--- src/rtl/multicycle_controller.sv ---
// multicycle_controller: FETCH/DECODE/EXEC/MEM/WB MIPS control FSM with memory handshake, wait timeout and sticky trap
module multicycle_controller #(
  parameter int MEM_WAIT_MAX = 15,
  parameter bit EN_OVF_TRAP  = 1'b1
) (
  input  logic       clk,
  input  logic       rst_n,
  input  logic [5:0] opcode,
  input  logic [5:0] funct,
  input  logic       zero,
  input  logic       ovf,
  input  logic       mem_ready,
  output logic       mem_req,
  output logic       IRWr,
  output logic       PCWr,
  output logic       RegWr,
  output logic       MemWr,
  output logic [1:0] RegDst,
  output logic [1:0] Mem2Reg,
  output logic [1:0] NPCSel,
  output logic [1:0] EXTOp,
  output logic       ALUSrc,
  output logic [2:0] ALUOp,
  output logic       SetFlag,
  output logic       ovf_flag,
  output logic       illegal,
  output logic       timeout,
  output logic [2:0] state
);
  typedef enum logic [2:0] {FETCH = 3'd0, DECODE = 3'd1, EXEC = 3'd2, MEM = 3'd3, WB = 3'd4, TRAP = 3'd5} state_t;
  localparam logic [5:0] OP_R = 6'b000000, OP_ORI = 6'b001101, OP_LUI = 6'b001111, OP_LW = 6'b100011;
  localparam logic [5:0] OP_SW = 6'b101011, OP_BEQ = 6'b000100, OP_J = 6'b000010, OP_JAL = 6'b000011;
  localparam logic [5:0] OP_ADDI = 6'b001000, OP_ADDIU = 6'b001001;
  localparam logic [5:0] FN_ADDU = 6'b100001, FN_SUBU = 6'b100011, FN_SLT = 6'b101010, FN_JR = 6'b001000;
  state_t state_q, state_d;
  logic [7:0] wait_cnt_q, wait_cnt_d;
  logic ovf_q, ovf_d, ovf_flag_q, ovf_flag_d, illegal_q, illegal_d, timeout_q, timeout_d;
  logic req, ir_wr, pc_wr, reg_wr, mem_wr, wait_hit, suppress;
  logic is_r, is_addu, is_subu, is_slt, is_jr, is_ori, is_lui, is_lw, is_sw, is_beq, is_j, is_jal, is_addi, is_addiu, legal;
  assign is_r     = opcode == OP_R;
  assign is_addu  = is_r && funct == FN_ADDU;
  assign is_subu  = is_r && funct == FN_SUBU;
  assign is_slt   = is_r && funct == FN_SLT;
  assign is_jr    = is_r && funct == FN_JR;
  assign is_ori   = opcode == OP_ORI;
  assign is_lui   = opcode == OP_LUI;
  assign is_lw    = opcode == OP_LW;
  assign is_sw    = opcode == OP_SW;
  assign is_beq   = opcode == OP_BEQ;
  assign is_j     = opcode == OP_J;
  assign is_jal   = opcode == OP_JAL;
  assign is_addi  = opcode == OP_ADDI;
  assign is_addiu = opcode == OP_ADDIU;
  assign legal = is_addu | is_subu | is_slt | is_jr | is_ori | is_lui | is_lw | is_sw | is_beq | is_j | is_jal | is_addi | is_addiu;
  assign RegDst  = (is_addu | is_subu | is_slt) ? 2'b01 : is_jal ? 2'b10 : 2'b00;
  assign ALUSrc  = is_ori | is_lui | is_lw | is_sw | is_addi | is_addiu;
  assign Mem2Reg = is_lw ? 2'b01 : is_jal ? 2'b10 : 2'b00;
  assign NPCSel  = is_beq ? {1'b0, zero} : (is_j | is_jal) ? 2'b10 : is_jr ? 2'b11 : 2'b00;
  assign EXTOp   = is_lui ? 2'b10 : (is_lw | is_sw | is_addi | is_addiu) ? 2'b01 : 2'b00;
  assign ALUOp   = (is_subu | is_beq) ? 3'b001 : is_slt ? 3'b100 : (is_ori | is_lui) ? 3'b011 : (is_jal | is_jr) ? 3'b101 : 3'b000;
  assign SetFlag = is_addi;
  // A memory phase gives up on the cycle the wait count would reach the limit, unless ready arrives then
  assign wait_hit = wait_cnt_q == 8'(MEM_WAIT_MAX - 1);
  assign suppress = EN_OVF_TRAP && SetFlag && ovf_q;
  // Next state, sticky flags and per-state strobes
  always_comb begin
    state_d    = state_q;
    ovf_d      = ovf_q;
    ovf_flag_d = ovf_flag_q;
    illegal_d  = illegal_q;
    timeout_d  = timeout_q;
    req        = 1'b0;
    ir_wr      = 1'b0;
    pc_wr      = 1'b0;
    reg_wr     = 1'b0;
    mem_wr     = 1'b0;
    case (state_q)
      FETCH: begin
        req = 1'b1;
        if (mem_ready) begin
          ir_wr   = 1'b1;
          state_d = DECODE;
        end else if (wait_hit) begin
          timeout_d = 1'b1;
          state_d   = TRAP;
        end
      end
      DECODE: begin
        if (!legal) begin
          illegal_d = 1'b1;
          state_d   = TRAP;
        end else if (is_j | is_jal) begin
          pc_wr   = 1'b1;
          reg_wr  = is_jal;
          state_d = FETCH;
        end else state_d = EXEC;
      end
      EXEC: begin
        ovf_d = ovf;
        if (is_beq | is_jr) begin
          pc_wr   = 1'b1;
          state_d = FETCH;
        end else if (is_lw | is_sw) state_d = MEM;
        else state_d = WB;
      end
      MEM: begin
        req = 1'b1;
        if (mem_ready) begin
          mem_wr = is_sw;
          pc_wr  = is_sw;
          if (is_sw) state_d = FETCH;
          else state_d = WB;
        end else if (wait_hit) begin
          timeout_d = 1'b1;
          state_d   = TRAP;
        end
      end
      WB: begin
        reg_wr     = ~suppress;
        ovf_flag_d = ovf_flag_q | suppress;
        pc_wr      = 1'b1;
        state_d    = FETCH;
      end
      default: state_d = TRAP;
    endcase
    wait_cnt_d = (req && !mem_ready && !wait_hit) ? wait_cnt_q + 8'd1 : 8'd0;
  end
  // State and sticky flag registers with synchronous active-low reset
  always_ff @(posedge clk) begin
    if (!rst_n) begin
      state_q    <= FETCH;
      wait_cnt_q <= 8'd0;
      ovf_q      <= 1'b0;
      ovf_flag_q <= 1'b0;
      illegal_q  <= 1'b0;
      timeout_q  <= 1'b0;
    end else begin
      state_q    <= state_d;
      wait_cnt_q <= wait_cnt_d;
      ovf_q      <= ovf_d;
      ovf_flag_q <= ovf_flag_d;
      illegal_q  <= illegal_d;
      timeout_q  <= timeout_d;
    end
  end
  assign mem_req  = rst_n & req;
  assign IRWr     = rst_n & ir_wr;
  assign PCWr     = rst_n & pc_wr;
  assign RegWr    = rst_n & reg_wr;
  assign MemWr    = rst_n & mem_wr;
  assign ovf_flag = ovf_flag_q;
  assign illegal  = illegal_q;
  assign timeout  = timeout_q;
  assign state    = state_q;
endmodule

--- config.mk ---
export PLATFORM = sky130hd
export DESIGN_NAME = multicycle_controller
export DESIGN_NICKNAME = d
export VERILOG_FILES = /design/src/rtl/multicycle_controller.sv
export SDC_FILE = /design/constraint.sdc
export NUM_CORES = 1
export LEC_CHECK = 0
export ABC_CLOCK_PERIOD_IN_PS = 2250
export CAP_MARGIN = 15
export CORE_AREA = 10 10 71 73
export DETAILED_ROUTE_END_ITERATION = 10
export DIE_AREA = 0 0 81 83
export DONT_BUFFER_PORTS = 1
export SLEW_MARGIN = 20
export SYNTH_ARGS = -nofsm -noshare
export SYNTH_HDL_FRONTEND = slang
export SYNTH_SLANG_ARGS = --single-unit
--- constraint.sdc ---
create_clock -name clk -period 2.25 [get_ports clk]
set_input_delay 0.45 -clock clk [delete_from_list [all_inputs] [get_ports clk]]
set_output_delay 0.45 -clock clk [all_outputs]
set_load 0.02 [all_outputs]
==> results of run 1 <==
## stage by stage
step	total power, mW	setup slack (ps)	hold WS (ps)	utilization
5_1_grt	0.6829	79.06	303.3	0.3698
2_1_floorplan	0.4093	-21.94	425.8	-
3_3_place_gp	0.4293	191.8	438.8	0.3571
3_5_place_dp	0.4316	167.0	448.4	0.3571
4_1_cts	0.6551	170.5	302.9	0.3698
6_report	0.6426	157.1	308.1	0.3698
## area by class of cell
class                      count  area share
clock buffer                   3     0.03073
tap                           48     0.04469
inverter                       5     0.01397
multi-input combinational    118      0.5940
sequential                    15      0.2235
timing repair buffer          16     0.08939
clock inverter                 1    0.003724
## critical path, cell delays in order
cell	delay (ps)
or4_4	560
and2b_1	260
nand2_1	80
o21ai_1	140
buf_4	160
## metal layers
layer,up-vias,wire (um),track usage
li1,547,-,-
met1,503,1209,0.1017
met2,57,1541,0.1499
met3,4,397,0.04634
met4,0,35,0.02191
met5,-,0,0
## cell families (layout without fill, tap and decap cells)
group,Yosys count,count (layout),share of synthesized area
buffers and inverters,14,25,0.06724
AOI/OAI and AO/OA,32,32,0.2180
xor gates and xnor gates,8,8,0.06073
DFF,15,15,0.2603
adders and majority gates,2,2,0.02169
and+or+nand+nor,74,74,0.3547
muxes,2,2,0.01735
## sequential cells by signal (all words and copies together) (netlist names)
| register | flops |
|---|---|
| wait_cnt_q | 8 |
| state | 3 |
| illegal | 1 |
| ovf_flag | 1 |
| ovf_q | 1 |
| timeout | 1 |
## placed cells by master, fill, tap and decap left out, drive strengths merged, types with 3 or more instances in the layout
master / instances
xor2: 4
clkbuf: 3
nand2: 13
dfxtp: 15
o21ai: 5
and3: 4
buf: 16
a21oi: 8
nand3: 5
nor2b: 7
xnor2: 4
inv: 5
nor2: 19
nor3: 4
a31oi: 3
nor3b: 3
## path summary, 6_finish.rpt
| kind | endpoint | slack, ps | cells past startpoint |
|---|---|---|---|
| hold / removal | timeout | 310 | 1 |
| setup / recovery | ALUOp[0] | 160 | 5 |
| hold reg to reg | wait_cnt_q[0] | 460 | 1 |
| setup reg to reg | state[2] | 490 | 6 |
## power by group through the flow
stage	Sequential (mW)	Combinational, mW	Clock [mW]
floorplan	0.294	0.115	0
global placement	0.301	0.129	0
detailed placement	0.300	0.131	0
CTS	0.295	0.132	0.229
global route	0.297	0.143	0.243
finish	0.295	0.130	0.218
==> flow_summary_export.csv, run 1 <==
group,metric,value,unit
floorplan,rows,22,
placement,placed_cell_area,0.001297,mm2
sta,slew_headroom,0.5986,
synth,synthTopCellsByCount,"nor2_1, dfxtp_1, nand2_1, a21oi_1, nor2b_1",
synth,post-synth-top-count-cell,"nor2_1",
sta,finalSetupViolations,0,
flow_run,cap_violations,0,
final_layout,postLayoutCellArea,0.001344,mm2
sta,hold_violations,0,
route,viasPerCell,5.393,
final_layout,multi_input_area,798.3,um2
power_and_ir_drop,p_int,0.4553,mW
clock_network,clock_sinks,15,
run_status,outcome,"completed",
clock_network,cts_made_buffers,3,
synth,synth_edf_count,0,
clock_network,ctsHoldBuffers,0,
sta,rsz0062_at_grt,"false",
clock_network,clockBufferDepth,2,
placement,dp_hpwl,2.601,mm
route,drc_errors,0,
clock_network,postCtsSetupRepairBufs,0,
placement,gp_congestion,0.9158,
clock_network,ctsResizeCount,0,
sta,max_freq,0.4778,GHz
final_layout,drive_gt1_frac,0.2152,
synth,synthCells,147,
route,wl_per_cell,15.46,um
clock_network,clk_pin_slew,60,ps
clock_network,cts_tree,"yes",
synth,yosys_most_used_dff,"dfxtp_1",
synth,ys_warn_count,0,
global_route,grt_usage,0.09155,
clock_network,ctsHtreeMaxLevel,1,
synth,yosys_register_bits,15,
floorplan,die-height,83,um
final_layout,register_area,300.3,um2
sta,min_period,2093,ps
global_route,antenna_found_initial,0,
final_layout,final_nets,178,
synth,synth_area,0.001154,mm2
clock_network,worstSkewPairLatency,250,ps
global_route,grt_max_degree,15,
setup_path,crit_type,"in -> out",
synth,yosys.area.top_type,"dfxtp_1",
setup_path,worstPathMaxFanout,5,
floorplan,start_util,0.3175,
floorplan,die_w,81,um
synth,async_flop_share,0,
final_layout,antenna_cells,0,
global_route,grt_pass1_wl,5.071,mm
floorplan,die_area,0.006723,mm2
power_and_ir_drop,clkPwrFrac,0.339,
setup_path,startpoint,"opcode[0]",
power_and_ir_drop,power_frac_seq,0.458,
sta,fin_skew,0.7259,ps
global_route,grt_pass1_vias,1061,
power_and_ir_drop,p_sw,0.1872,mW
power_and_ir_drop,switching_share,0.2914,
final_layout,final_cells,206,
hold_path,hp-start,"mem_ready",
route,ant_nets,0,
synth,ys_types,51,
setup_path,start_kind,"input port",
final_layout,syn_to_final_growth,16.49,%
sta,worst_slew_pin_slew,594.6,ps
sta,finalSetupTns,0,ps
route,drtPass1Iterations,4,
power_and_ir_drop,irDropWorstVdd,0.0002979,V
floorplan,ios,41,
setup_path,timing.rr.start,"wait_cnt_q[0]",
synth,syn_avg_cell_area,7.848,um2
synth,yosysSeqAreaShare,0.2603,
route,first_iter_violations,110,
clock_network,cts_root_buf,"clkbuf_8",
hold_path,hp-class,"in -> reg",
floorplan,core-area,0.003633,mm2
setup_path,cp-end-kind,"primary output",
power_and_ir_drop,power.density,478.2,mW/mm2
synth,synth_nets,166,
placement,place_inst,202,
power_and_ir_drop,p_leak,0.4949,nW
setup_path,worstPathArrival,1640,ps
placement,port_buffers,0,
final_layout,fill_cells,394,
route,route.vias.total,1111,
global_route,overflow,0,
sta,fin_crit_sh,0.9302,
route,wirelength,3.184,mm
synth,ys_top_cells_by_area,"dfxtp_1, nor2_1, nand2_1, nor2b_1, a21oi_1",
power_and_ir_drop,combPwrFrac,0.202,
synth,yosys.area.top_type_share,0.2603,
sta,finalMaxSlewViolations,0,
setup_path,critPathRequiredTime,1800,ps
(Power assumes the default switching activity.)
==> inputs of run 2 (changes only) <==
--- a/config.mk
+++ b/config.mk
@@ -7,7 +7,8 @@
 export LEC_CHECK = 0
+export ABC_AREA = 1
 export ABC_CLOCK_PERIOD_IN_PS = 2250
 export CAP_MARGIN = 15
-export CORE_AREA = 10 10 71 73
+export CORE_AREA = 10 10 70 72
 export DETAILED_ROUTE_END_ITERATION = 10
-export DIE_AREA = 0 0 81 83
+export DIE_AREA = 0 0 80 82
 export DONT_BUFFER_PORTS = 1
--- a/constraint.sdc
+++ b/constraint.sdc
@@ -3,2 +3,2 @@
 set_output_delay 0.45 -clock clk [all_outputs]
-set_load 0.02 [all_outputs]
+set_load 0.005 [all_outputs]
==> flow_summary_export.csv, run 2 <==
group,metric,value,unit
setup_path,r2r-end,"wait_cnt_q[7]",
synth,ys_types,23,
floorplan,core-area,0.003578,mm2
clock_network,cts_made_buffers,3,
final_layout,final_common_cell,"nand2_1",
final_layout,syn_to_final_growth,6.409,%
clock_network,clockBufferDepth,2,
final_layout,regMostFlops,"wait_cnt_q",
floorplan,ios,41,
hold_path,min_to,"timeout",
flow_run,cap_violations,0,
global_route,overflow,0,
global_route,grt_max_degree,11,
global_route,grt_usage,0.08761,
floorplan,die_area,0.006560,mm2
placement,gp_congestion,0.8570,
setup_path,cp-end-kind,"primary output",
final_layout,antenna_cells,0,
sta,fin_crit_sh,0.8883,
hold_path,hp-class,"in -> reg",
route,drtPass1Iterations,4,
placement,port_buffers,0,
power_and_ir_drop,irDropWorstVdd,0.0001812,V
setup_path,timing.rr.start,"wait_cnt_q[0]",
setup_path,crit_type,"reg -> out",
route,route.vias.total,1121,
synth,synthCells,193,
route,ant_nets,0,
clock_network,cts_tree,"yes",
global_route,grt_pass1_vias,1039,
clock_network,ctsResizeCount,0,
synth,synthTopCellsByCount,"nand2_1, nor2_1, inv_1, nand3_1, dfxtp_1",
synth,synth_area,0.001132,mm2
clock_network,ctsHoldBuffers,0,
setup_path,start_kind,"register",
route,wl_per_cell,11.86,um
synth,ys_warn_count,0,
sta,max_freq,0.5004,GHz
final_layout,register_area,300.3,um2
setup_path,reg2reg_slack,760,ps
floorplan,rows,22,
sta,finalSetupTns,0,ps
synth,ys_top_cells_by_area,"dfxtp_1, nand2_1, nor2_1, inv_1, nand3_1",
floorplan,start_util,0.3164,
final_layout,layout_common_cells,"nand2_1, nor2_1, inv_1, nand3_1, dfxtp_1",
sta,finalSetupViolations,0,
synth,post-synth-top-count-cell,"nand2_1",
final_layout,drive_gt1_frac,0.07692,
route,first_iter_violations,76,
sta,rsz0062_at_grt,"false",
power_and_ir_drop,p_total,0.6267,mW
global_route,antenna_found_initial,0,
floorplan,die_w,80,um
setup_path,critPathRequiredTime,1800,ps
setup_path,worstPathMaxFanout,8,
synth,synth_nets,212,
sta,slew_headroom,0.7389,
setup_path,worstPathArrival,1550,ps
run_status,outcome,"completed",
route,wirelength,2.883,mm
final_layout,fill_cells,432,
synth,yosysSeqAreaShare,0.2652,
clock_network,clk_pin_slew,90,ps
route,drc_errors,0,
setup_path,worst_r2r_path_depth,9,
sta,hold_violations,0,
synth,syn_avg_cell_area,5.867,um2
clock_network,clock_sinks,15,
clock_network,worstSkewPairLatency,290,ps
sta,min_period,1999,ps
floorplan,die-height,82,um
final_layout,multi_input_area,700.7,um2
synth,yosys.area.top_type_share,0.2652,
placement,dp_hpwl,2.465,mm
hold_path,min_path_cells,1,
route,viasPerCell,4.613,
global_route,grt_pass1_wl,4.733,mm
power_and_ir_drop,power.density,520.1,mW/mm2
final_layout,largest_reg_flops,8,
synth,yosys.area.top_type,"dfxtp_1",
sta,fin_skew,0.5137,ps
synth,synth_edf_count,0,
clock_network,ctsHtreeMaxLevel,1,
hold_path,hp-start,"rst_n",
sta,finalMaxSlewViolations,0,
synth,async_flop_share,0,
power_and_ir_drop,p_leak,0.5609,nW
synth,yosys_register_bits,15,
final_layout,final_nets,215,
clock_network,cts_root_buf,"clkbuf_4",
synth,yosys_most_used_dff,"dfxtp_1",
clock_network,postCtsSetupRepairBufs,0,
sta,worst_slew_pin_slew,388.7,ps
run 2: cell types whose count changed in the layout (fill, tap and decap cells not counted), sizes merged, moves of 7 or more:
cell and delta:
inv +25, nor2b -7, buf -16, nor2 +27, nand2 +35, nand3 +14
run 2: where the power goes:
| part | leakage [nW] | switching (mW) | internal, mW | total, mW |
|---|---|---|---|---|
| clock | 0.0177 | 0.0875 | 0.0662 | 0.154 |
| sequential | 0.122 | 0.0300 | 0.284 | 0.314 |
| combinational | 0.421 | 0.107 | 0.0522 | 0.159 |
run 2: final cells by class:
type | count | area share
multi-input combinational | 145 | 0.5815
sequential | 15 | 0.2492
inverter | 31 | 0.09657
tap | 48 | 0.04984
clock buffer | 3 | 0.01869
clock inverter | 1 | 0.004154
run 2: per-layer routing:
layer  track usage  vias to the layer above  share of wire
met4       0.04049                        0          0.020
met1       0.09357                      482           0.41
met2        0.1477                       27           0.47
met3       0.03712                        4           0.10
li1              -                      608              -
met5             0                        -              0
run 2: critical path, cell delays in order, from the launching register on:
cell and delay [ps]:
dfxtp_1 510, nand3_2 160, inv_1 110, nand3_1 100
nor3b_1 160, a21oi_1 210
run 2: worst max path at each step:
stage | endpoint | from | cells after the start | slack [ps]
6_report | PCWr | state[0] | 5 | 250
5_1_grt | PCWr | state[0] | 5 | 110
4_1_cts | PCWr | state[0] | 5 | 220
3_5_place_dp | RegWr | opcode[3] | 5 | 420
3_3_place_gp | PCWr | opcode[3] | 7 | 440
2_1_floorplan | PCWr | opcode[3] | 7 | 580
run 2: metrics by stage:
step                      worst slack, ps  area (um2)    util  hold slack [ps]  cells
after floorplan                     583.4        1132       -            429.7    193
after global placement              435.6        1177  0.3290            449.6    239
after detailed placement            417.5        1177  0.3290            456.4    239
after CTS                           224.2        1205  0.3367            285.1    243
after global routing                106.0        1205  0.3367            278.1    243
final                               251.4        1205  0.3367            285.9    243
run 2: kinds of logic after synthesis:
kind of cell             share of synthesized area
AO/OA/AOI/OAI                               0.1006
XOR/XNOR                                  0.007736
adder cells (fa/ha/maj)                    0.02210
flip-flops                                  0.2652
buffers and inverters                       0.1160
AND/OR/NAND/NOR                             0.4884
==> inputs of run 3 (changes only) <==
- CORE_AREA: 10 10 70 72 -> 10 10 60 62
- DIE_AREA: 0 0 80 82 -> 0 0 70 72
==> flow_summary_export.csv, run 3 (synthesized netlist as in run 2, its figures left out) <==
group,metric,value,unit
run_status,outcome,"completed",
placement,port_buffers,0,
clock_network,clockBufferDepth,2,
power_and_ir_drop,p_leak,0.5582,nW
power_and_ir_drop,p_sw,0.2206,mW
floorplan,core-area,0.002432,mm2
power_and_ir_drop,power.density,529.7,mW/mm2
hold_path,min_path_cells,2,
placement,place_inst,221,
sta,fin_crit_sh,0.8930,
route,drc_errors,0,
sta,worst_slew_pin_slew,351.4,ps
clock_network,ctsResizeCount,0,
sta,fin_skew,9.380,ps
floorplan,ios,41,
floorplan,start_util,0.4655,
clock_network,clk_pin_slew,100,ps
global_route,grt_pass1_vias,1044,
sta,finalSetupViolations,0,
global_route,grt_pass1_wl,4.650,mm
route,wirelength,2.823,mm
global_route,antenna_found_initial,0,
placement,gp_congestion,0.8624,
clock_network,ctsHtreeMaxLevel,1,
floorplan,die-height,72,um
final_layout,antenna_cells,0,
global_route,overflow,0,
final_layout,fin_util,0.4856,
setup_path,cp-end-kind,"primary output",
final_layout,final_common_cell,"nand2_1",
floorplan,die_w,70,um
placement,dp_hpwl,2.375,mm
final_layout,drive_gt1_frac,0.07179,
route,drtPass1Iterations,4,
hold_path,hp-start,"ovf",
power_and_ir_drop,combPwrFrac,0.250,
global_route,grt_usage,0.1078,
setup_path,worstPathMaxFanout,8,
final_layout,syn_to_final_growth,4.309,%
route,wl_per_cell,12.55,um
global_route,grt.busiest_layer,"met2",
global_route,met3_usage,0.05442,
clock_network,postCtsSetupRepairBufs,0,
floorplan,rows,18,
setup_path,worstPathArrival,1560,ps
sta,max_freq,0.4977,GHz
hold_path,hp-class,"in -> reg",
final_layout,layout_common_cells,"nand2_1, nor2_1, inv_1, nand3_1, dfxtp_1",
clock_network,worstSkewPairLatency,280,ps
sta,finalMaxSlewViolations,0,
global_route,grt_use_met1,0.1193,
hold_path,min_to,"ovf_q",
clock_network,cts_made_buffers,3,
sta,finalSetupTns,0,ps
route,first_iter_violations,83,
sta,slew_headroom,0.7639,
setup_path,start_kind,"register",
clock_network,clock_sinks,15,
setup_path,reg2reg_slack,740,ps
setup_path,r2r-end,"wait_cnt_q[7]",
setup_path,startpoint,"state[0]",
clock_network,cts_root_buf,"clkbuf_4",
route,route.vias.total,1136,
global_route,use_met2,0.1893,
global_route,grt_max_degree,11,
setup_path,timing.rr.start,"wait_cnt_q[0]",
route,viasPerCell,5.049,
clock_network,ctsHoldBuffers,0,
power_and_ir_drop,p_int,0.4051,mW
floorplan,die_area,0.005040,mm2
setup_path,critPathRequiredTime,1800,ps
sta,hold_violations,0,
power_and_ir_drop,irDropWorstVdd,0.0004925,V
final_layout,regMostFlops,"wait_cnt_q",
sta,rsz0062_at_grt,"false",
power_and_ir_drop,switching_share,0.3526,
power_and_ir_drop,power_frac_seq,0.500,
final_layout,final_nets,215,
final_layout,largest_reg_flops,8,
sta,min_period,2009,ps
setup_path,crit_type,"reg -> out",
final_layout,final_cells,225,
flow_run,cap_violations,0,
power_and_ir_drop,clkPwrFrac,0.251,
setup_path,worst_r2r_path_depth,9,
clock_network,cts_tree,"yes",
route,ant_nets,0,
[run 3: through the flow]
step | setup slack, ps | total power [mW] | cell area, um2 | hold slack (ps)
after floorplan | 583.4 | 0.4428 | 1132 | 429.7
after global placement | 432.3 | 0.4740 | 1155 | 442.9
after detailed placement | 387.4 | 0.4768 | 1155 | 457.9
after CTS | 235.6 | 0.6393 | 1181 | 267.9
after global routing | 136.6 | 0.6758 | 1181 | 272.6
final | 240.8 | 0.6257 | 1181 | 280.7
[run 3: worst max-delay path by stage]
| stage | to | depth (start not counted) |
|---|---|---|
| 6_report | PCWr | 5 |
| 5_1_grt | PCWr | 5 |
| 3_5_place_dp | PCWr | 7 |
| 4_1_cts | PCWr | 5 |
| 2_1_floorplan | PCWr | 7 |
| 3_3_place_gp | RegWr | 5 |
[run 3: final cells by class]
type | instances | area, um2
sequential | 15 | 300.3
fill | 271 | 1251
inverter | 31 | 116.4
multi-input combinational | 145 | 700.7
clock buffer | 4 | 26.28
tap | 30 | 37.54
[run 3: power by group through the flow]
stage                     logic [mW]  clock network (mW)  registers [mW]
after floorplan                0.131                   0           0.312
after global placement         0.156                   0           0.318
after detailed placement       0.157                   0           0.319
after CTS                      0.159               0.167           0.313
after global routing           0.180               0.179           0.317
final                          0.156               0.157           0.313
[run 3: routing by layer]
layer,vias up,routed length [um]
met4,0,7
met1,498,1217
li1,610,-
met3,2,210
met5,-,0
met2,26,1388
[run 3: critical path, cell delays in order, from the launching register on]
cell,delay (ps)
dfxtp_1,520
nand3_2,170
inv_1,120
nand3_1,100
nor3b_1,150
a21oi_1,210
